[config.mk]
export PLATFORM = sky130hd
export DESIGN_NAME = msx_slot_bridge
export DESIGN_NICKNAME = d
export VERILOG_FILES = /design/src/rtl/msx_slot_bridge.sv
export SDC_FILE = /design/constraint.sdc
export NUM_CORES = 1
export LEC_CHECK = 0
export ABC_AREA = 1
export BUFFER_PORTS_ARGS = -buffer_cell sky130_fd_sc_hd__buf_4
export CAP_MARGIN = 20
export CORE_MARGIN = 5
export CORE_UTILIZATION = 40
export DETAILED_ROUTE_END_ITERATION = 10
export SLEW_MARGIN = 25
export SYNTH_ARGS = -nofsm -noshare
export SYNTH_HDL_FRONTEND = slang
export SYNTH_SLANG_ARGS = --single-unit
[constraint.sdc]
create_clock -name clk -period 2.5 [get_ports clk]
set_input_delay 0.375 -clock clk [delete_from_list [all_inputs] [get_ports clk]]
set_output_delay 0.375 -clock clk [all_outputs]
set_load 0.05 [all_outputs]
[src/rtl/msx_slot_bridge.sv]
// MSX cartridge-slot to multiplexed host-bus bridge: holds the Z80 with WAIT, runs an
// address/data handshake, bounded by a host timeout. Define IORQ_BRIDGE_EN to also bridge I/O cycles.
module msx_slot_bridge #(
  parameter int          HOST_W      = 16,
  parameter int          ADDR_W      = 16,
  parameter int          DATA_W      = 8,
  parameter int          SYNC_STAGES = 2,
  parameter int          TIMEOUT_CYC = 255,
  parameter logic [7:0]  IO_BASE     = 8'h98,
  parameter logic [7:0]  IO_MASK     = 8'hFC
) (
  input  logic              clk,
  input  logic              reset,
  input  logic [ADDR_W-1:0] maddr,
  input  logic [DATA_W-1:0] mdata_in,
  output logic [DATA_W-1:0] mdata_out,
  output logic              mdata_oe,
  input  logic              msltsl,
  input  logic              mmreq,
  input  logic              miorq,
  input  logic              mrd,
  input  logic              mwr,
  input  logic              mm1,
  output logic              mwait_oe,
  output logic              mreset,
  output logic              cs,
  output logic              rw,
  output logic              rmirq,
  input  logic              a0,
  input  logic [HOST_W-1:0] md_in,
  output logic [HOST_W-1:0] md_out,
  output logic              md_oe,
  input  logic              rdone,
  input  logic              rreset,
  output logic              timeout_err
);

  localparam int CNT_W = $clog2(TIMEOUT_CYC + 1);

  typedef enum logic [1:0] {IDLE, ADDR, DATA, RELEASE} state_t;

  // Read word returned to the MSX: host data, or all-ones when the host never answered.
  function automatic logic [DATA_W-1:0] rd_word(input logic tmo, input logic [HOST_W-1:0] md);
    return tmo ? {DATA_W{1'b1}} : md[DATA_W-1:0];
  endfunction

  function automatic logic [HOST_W-1:0] addr_word(input logic [ADDR_W-1:0] a, input logic io);
    return io ? HOST_W'(a[7:0]) : HOST_W'(a);
  endfunction

  // ---- p0..pN: MSX input synchronisers (strobes idle high after reset) ----
  logic [5:0]        strb_p [SYNC_STAGES];
  logic [ADDR_W-1:0] addr_p [SYNC_STAGES];
  logic [DATA_W-1:0] wdat_p [SYNC_STAGES];

  always_ff @(posedge clk) begin
    if (reset) begin
      for (int i = 0; i < SYNC_STAGES; i++) strb_p[i] <= '1;
    end else begin
      strb_p[0] <= {msltsl, mmreq, miorq, mrd, mwr, mm1};
      for (int i = 1; i < SYNC_STAGES; i++) strb_p[i] <= strb_p[i-1];
    end
  end

  always_ff @(posedge clk) begin
    addr_p[0] <= maddr;
    wdat_p[0] <= mdata_in;
    for (int i = 1; i < SYNC_STAGES; i++) begin
      addr_p[i] <= addr_p[i-1];
      wdat_p[i] <= wdat_p[i-1];
    end
  end

  logic              s_sltsl, s_mreq, s_iorq, s_rd, s_wr, s_m1;
  logic [ADDR_W-1:0] s_addr;
  logic [DATA_W-1:0] s_wdat;

  assign {s_sltsl, s_mreq, s_iorq, s_rd, s_wr, s_m1} = strb_p[SYNC_STAGES-1];
  assign s_addr = addr_p[SYNC_STAGES-1];
  assign s_wdat = wdat_p[SYNC_STAGES-1];

  // ---- cycle detection on synchronised strobes ----
  logic strobe_act, mem_start, io_start, start_ok;
  logic unused_bits;

  assign strobe_act = !s_rd || !s_wr;
  assign mem_start  = !s_sltsl && !s_mreq && strobe_act;
`ifdef IORQ_BRIDGE_EN
  assign io_start   = !s_iorq && s_m1 && strobe_act && ((s_addr[7:0] & IO_MASK) == IO_BASE);
`else
  assign io_start   = 1'b0;
`endif
  assign start_ok    = (mem_start || io_start) && !rdone;
  assign unused_bits = ^{md_in, s_m1, IO_BASE, IO_MASK};

  state_t            state;
  logic              is_io;
  logic [CNT_W-1:0]  tmo_cnt;
  logic [DATA_W-1:0] wdat_q;
  logic              tmo_hit, cyc_live, finish, tmo_fire;

  assign tmo_hit  = (tmo_cnt == CNT_W'(TIMEOUT_CYC - 1));
  assign cyc_live = is_io ? (!s_iorq && strobe_act) : (!s_sltsl && !s_mreq && strobe_act);

  // rdone beats a simultaneous timeout; in ADDR only the timeout can end the cycle.
  always_comb begin
    finish   = 1'b0;
    tmo_fire = 1'b0;
    if (state == DATA) begin
      finish   = rdone || tmo_hit;
      tmo_fire = tmo_hit && !rdone;
    end else if (state == ADDR) begin
      finish   = tmo_hit;
      tmo_fire = tmo_hit;
    end
  end

  always_ff @(posedge clk) begin
    if (state == IDLE && start_ok && s_rd) wdat_q <= s_wdat;
  end

  // ---- handshake FSM, all outputs registered ----
  always_ff @(posedge clk) begin
    if (reset) begin
      state       <= IDLE;
      cs          <= 1'b1;
      rw          <= 1'b1;
      rmirq       <= 1'b1;
      mdata_oe    <= 1'b0;
      mdata_out   <= '0;
      mwait_oe    <= 1'b0;
      md_oe       <= 1'b0;
      md_out      <= '0;
      timeout_err <= 1'b0;
      tmo_cnt     <= '0;
      is_io       <= 1'b0;
    end else begin
      case (state)
        IDLE: begin
          tmo_cnt <= '0;
          if (start_ok) begin
            state    <= ADDR;
            cs       <= 1'b0;
            mwait_oe <= 1'b1;
            rw       <= !s_rd;
            rmirq    <= mem_start;
            is_io    <= !mem_start;
            md_oe    <= 1'b1;
            md_out   <= addr_word(s_addr, !mem_start);
          end
        end
        ADDR, DATA: begin
          tmo_cnt <= tmo_cnt + 1'b1;
          if (!cyc_live) begin
            state    <= IDLE;
            cs       <= 1'b1;
            mwait_oe <= 1'b0;
            md_oe    <= 1'b0;
          end else if (finish) begin
            state    <= RELEASE;
            cs       <= 1'b1;
            mwait_oe <= 1'b0;
            mdata_oe <= rw;
            if (rw) mdata_out <= rd_word(tmo_fire, md_in);
            if (tmo_fire) timeout_err <= 1'b1;
          end else if (state == ADDR && a0) begin
            state  <= DATA;
            md_oe  <= !rw;
            md_out <= rw ? '0 : HOST_W'(wdat_q);
          end
        end
        RELEASE: begin
          if (s_rd && s_wr) begin
            state    <= IDLE;
            mdata_oe <= 1'b0;
            md_oe    <= 1'b0;
          end
        end
        default: state <= IDLE;
      endcase
    end
  end

  // Host-requested MSX reset follows rreset regardless of the bridge reset.
  always_ff @(posedge clk) begin
    mreset <= rreset;
  end

endmodule

Word level (Yosys, flattened, before mapping)

Memories as Yosys holds them, arrays and structs flattened. A register that Yosys moved wholly into a read port is not among the register bits.
Index checks and enable logic that the tools add are counted.

Register bits: 43
Bits in latches: 0
RAM bits: 60
Memory bits (read-only): 0
Input bits: 51
Memories kept: 3

Memories:

| name   | depth | bits a word | rd ports | clocked after Yosys merged registers in | write ports | RTL line | source |
|---|---|---|---|---|---|---|---|
| addr_p | 2     | 16          | 2        | 0                                       | 2           | 53       | `logic [ADDR_W-1:0] addr_p [SYNC_STAGES];` |
| wdat_p | 2     | 8           | 2        | 1                                       | 2           | 54       | `logic [DATA_W-1:0] wdat_p [SYNC_STAGES];` |
| strb_p | 2     | 6           | 2        | 0                                       | 2           | 52       | `logic [5:0] strb_p [SYNC_STAGES];` |

Add/subtract/negate cells: 1
Multipliers: 0
Divide/modulo/power cells: 0
Order comparisons: 0
Equal/unequal tests: 14
Shifts and indexed selects: 0
Muxes and demuxes: 40
Bitwise gates (word level): 2
Reductions and logical operators: 31

Operators with widths:

| kind                | count |
|---|---|
| $mux 16             | 5 |
| $pmux 16 s2         | 1 |
| $mux 1              | 19 |
| $mux 8              | 2 |
| $pmux 8 s2          | 1 |
| $reduce_and 4->1    | 4 |
| $mux 6              | 2 |
| $ne 2x2->1 const B  | 6 |
| $mux 2              | 5 |
| $logic_and 1x1->1   | 9 |
| $ne 3x3->1 const B  | 3 |
| $add 8x1->8 const B | 1 |
| $eq 8x8->1 const B  | 1 |
| $logic_not 1->1     | 8 |
| $pmux 1 s2          | 3 |
| $pmux 2 s3          | 1 |
| $reduce_and 3->1    | 2 |
| $reduce_and 5->1    | 1 |
| $eq 2x2->1 const B  | 2 |
| $ne 4x4->1 const B  | 1 |
| $reduce_bool 2->1   | 2 |
| $pmux 1 s3          | 1 |
| $eq 2x1->1 const B  | 1 |
| $logic_not 2->1     | 1 |
| 4 further kinds     | 6 |

Depth between registers and ports, before layout

An unclocked memory read counts as a cell.

Depth in word-level cells: 7
Depth in mapped cells: 12
Gate-level depth less buffers: 12

Least setup slack after synthesis

Ideal clock, no wire load.

Path kind: register -> register
From: register state[0]
To: register md_out[6]
Library setup time: 113 ps
Arrival time: 1692 ps
Required time: 2387 ps
Slack: 695 ps
Stages on the path, launching flop included: 12
Cells stage by stage: dfxtp_1 inv_1 ha_1 buf_2 or2_2 nand2_2 nor2_8 nand3_4 buf_6 nand2_1 nand2_1 nor2_1

Longest elaborated chain between the ends: 5
Elaborated cells between the ends (all ways): 14

Ends and longest elaborated chain:

| item                       | RTL line      | source |
|---|---|---|
| start, declared            | 96            | `state_t state;` |
| start signal, assigned     | 125           | `state <= IDLE;` |
| start signal, assigned     | 142           | `state <= ADDR;` |
| start signal, assigned     | 155           | `state <= IDLE;` |
| $eq 2x1->1                 | 112, 138, 166 |  |
| $mux 1                     | 112           | `end else if (state == ADDR) begin` |
| $mux 1                     | 109           | `if (state == DATA) begin` |
| $ne 2x2->1 (no line)       | --            |  |
| $reduce_and 5->1 (no line) | --            |  |
| end signal, assigned       | 149           | `md_out <= addr_word(s_addr, !mem_start);` |
| end signal, assigned       | 169           | `md_out <= rw ? '0 : HOST_W'(wdat_q);` |
| end, declared              | 31            | `output logic [HOST_W-1:0] md_out,` |

Parallel ways exist; a longest one is shown, timed or not.
A chain may end at the register's enable or synchronous reset.

Worst setup path in the final report

From: register state[0]
To: register md_out[1]

Same word-level chain as after synthesis.

==> reports/summary.json <==
{
  "run_status": "completed",
  "rr_startpoint": "state[0]$_SDFFE_PP0P_",
  "antenna-diode-count": 0,
  "tritoncts": "done",
  "starting_utilization_of_the_core_area_pct": 40.9,
  "num_vias": 2725,
  "mappedNetlistNets": 483,
  "critical_path_class": "reg2reg",
  "i_o_pins": 83,
  "detailedRoute.firstIterationViolations": 96,
  "finalWorstSetupSlack_ns": 0.355,
  "synth_enable_flop_cells": 8,
  "routed_wl_mm": 6.67,
  "fp.dieH_um": 107,
  "crit_fanout": 24,
  "yosys.area_share.adder_pct": 2.33,
  "synth_cells": 425,
  "cts-root-to-sink-buffers": 2,
  "detail-route-antenna-nets": 0,
  "postCtsSetupBuffers": 0,
  "synth.area.mux_share_pct": 0,
  "critPathArrivalTime_ns": 2.44,
  "synthSimpleGateAreaFrac_pct": 27.0,
  "cp_top_family": "simple AND/OR/NAND/NOR gates",
  "grt_setup_unrepaired": "no",
  "critical_path.n_buffers_inverters": 2,
  "setup_violations": 0,
  "tightestPinTransition_ns": 0.447,
  "cpMaxStageDelayCell": "ha_1",
  "holdWs_ns": 0.106,
  "slew_headroom_pct": 70.1,
  "compound_gate_portion_of_the_synthesized_area_pct": 3.46,
  "gp_congestion": 0.786,
  "grt.total_usage_pct": 12.4,
  "total_cts_buffers": 9,
  "synth_top_area_cell": "dfxtp_1",
  "avgRoutedWirePerCell_um": 10.8,
  "start_kind": "flip-flop",
  "clock_sinks": 109,
  "worst_setup_path_startpoint": "state[0]$_SDFFE_PP0P_",
  "totalNegativeSetupSlack_ns": 0,
  "final_nets": 561,
  "final.setup_skew_ns": 0.00869,
  "clk_latency_ns": 0.36,
  "ys_top_cells_by_area": "dfxtp_1, nand2_1, edfxtp_1, nor2_1, inv_1",
  "post-route-drc-count": 0,
  "n_fill_cell": 905,
  "top_reg_cell_synth": "dfxtp_1",
  "postSynthRegisterBits": 109,
  "finalCriticalPeriod_ns": 2.14,
  "final_max_slew_viol_count": 0,
  "power.density_nw_per_um2": 971,
  "cts_repair_resize_count": 0,
  "grt_antenna_before_repair": 0,
  "min_path_type": "in2reg",
  "post_route_cells_drive_above_1_share_pct": 23.8,
  "syn_avg_cell_area_um2": 8.85,
  "max_cap_viol_count": 0,
  "synth_cell_type_count": 33,
  "asyncSetResetFlopFracSynth_pct": 0,
  "fin_crit_sh_pct": 85.8,
  "core_area_um2": 9200,
  "first_global_vias": 2598,
  "syn_to_final_growth_pct": 22.5,
  "first_pass_grt_wire_length_mm": 11.4,
  "firstDrtPassIters": 4,
  "yosys_warnings": 0,
  "synth_top_area_share_pct": 53.8,
  "synth.yosys.seq_area_share_pct": 60.2,
  "detailed_place_hpwl_mm": 5.01,
  "area_of_combinational_cells_with_multiple_inputs_um2": 1240,
  "cp-end-kind": "flip-flop",
  "pin_count_of_the_biggest_net_entering_global_routing": 32,
  "design.die.area_um2": 11400,
  "clock.fmax_mhz": 466,
  "clock_tree.root_cell": "clkbuf_8",
  "cp_slowest_stage_delay_ns": 0.40,
  "synth_xor_area_share_pct": 0.233,
  "drt-vias-per-instance": 4.40,
  "dieWidth_um": 107,
  "cts-htree-levels": 3,
  "cp_data_required_time_ns": 2.79,
  "place_worst_setup_slack_ns": 0.330,
  "total_leakage_power_nw": 2.18,
  "power.ir.vdd_worst_mv": 0.487,
  "rows": 35,
  "clkTransAtPathRegs_ns": 0.11,
  "grt.overflow.total": 0,
  "finalHoldViolations": 0,
  "buffer_ports.inserted": 73,
  "synth_top_family_by_area": "simple AND/OR/NAND/NOR gates",
  "worst_hold_startpoint": "maddr[8]",
  "postCtsHoldBufs": 0,
  "synth.cell_area_um2": 3760,
  "seqCellArea_um2": 2260,
  "timing.critical_path.cells": "inv_1, ha_1, inv_1, nor2_2, nor2_8, nand3_4, nand2_1, nand2_1, nor2_1"
}
==> layout make-up <==
type                       instances  share of cell area [%]
clock buffer                      10                    2.77
inverter                          55                    4.48
timing repair buffer              76                    12.4
sequential                       109                    49.1
multi-input combinational        252                    26.9
clock inverter                     6                    1.28
tap                              111                    3.02
==> layer usage <==
layer / vias to the layer above / wire length, um / global-route usage (%)
met5: - / 0 / 0
met4: 0 / 74 / 5.21
met3: 10 / 388 / 3.61
met2: 67 / 3210 / 20.7
met1: 1174 / 3000 / 14.9
li1: 1474 / - / -
==> worst paths after layout <==
kind,to,slack [ns],cells past startpoint
worst min register to register,wdat_p[1][5]$_DFF_P_,0.33,0
worst max-delay path,md_out[1]$_SDFFE_PP0P_,0.36,9
worst max register to register,md_out[1]$_SDFFE_PP0P_,0.36,9
worst min-delay path,addr_p[0][8]$_DFF_P_,0.11,1
==> state kept, by name, summed over array words and instances, names as in the netlist <==
name and count:
addr_p 32, md_out 16, wdat_p 16, strb_p 10
mdata_out 8, tmo_cnt 8, wdat_q 8, state 2
cs 1, is_io 1, md_oe 1, mdata_oe 1
mreset 1, mwait_oe 1, rmirq 1, rw 1
timeout_err 1
==> worst register-to-register path, cell delays in order, from the launching register on <==
cell and delay, ns:
dfxtp_1 0.38, inv_1 0.11, ha_1 0.40, inv_1 0.34, nor2_2 0.15, nor2_8 0.17, nand3_4 0.26, nand2_1 0.13
nand2_1 0.06, nor2_1 0.10
==> through the flow <==
step	instance area (um^2)	std cells	total power, mW	utilization (%)
after floorplan	3760	425	3.22	-
after global placement	4420	603	3.53	48.0
after detailed placement	4420	603	3.55	48.0
after CTS	4600	619	4.53	50.1
after global routing	4600	619	4.82	50.1
final	4600	619	4.47	50.1
==> cell usage in the layout (no fill, tap or decap), drive strengths merged <==
cell type / count
xor2: 1
clkbuf: 10
nand3: 21
a211oi: 1
clkinvlp: 1
ha: 7
a21oi: 9
buf: 76
and3: 1
nand2: 108
edfxtp: 8
clkinv: 6
o21ai: 11
nor3: 3
o21a: 1
inv: 54
nor2: 61
or2: 11
dfxtp: 101
nand4: 13
nor3b: 2
o21bai: 1
o211ai: 1
==> kinds of logic (layout without fill, tap and decap cells) <==
logic type,after synthesis,after routing
compound gates,24,24
xor+xnor,1,1
fa+ha+maj,7,7
buf+inv,64,147
flops,109,109
simple gates,220,220
==> cells in the mapped netlist, types with 2 or more instances <==
cell	n
inv_1	49
nor2_1	57
clkinv_1	2
o21ai_0	11
nand3_4	2
clkbuf_1	3
nor3_1	3
nor3b_1	2
edfxtp_1	8
a21oi_1	9
inv_2	4
nor2_2	2
buf_2	2
nand2_2	6
dfxtp_1	101
ha_1	7
or2_2	11
nand3_1	18
buf_6	2
nand4_1	12
buf_1	2
nand2_1	101
==> power breakdown <==
group | total, mW | internal, mW | leakage (nW) | switching (mW)
registers | 1.98 | 1.90 | 0.910 | 0.0705
clock network | 0.971 | 0.380 | 0.0898 | 0.591
logic | 1.52 | 0.484 | 1.18 | 1.04
total | 4.47 | 2.77 | 2.18 | 1.70
Note: power is estimated with default switching activity, not from simulation.
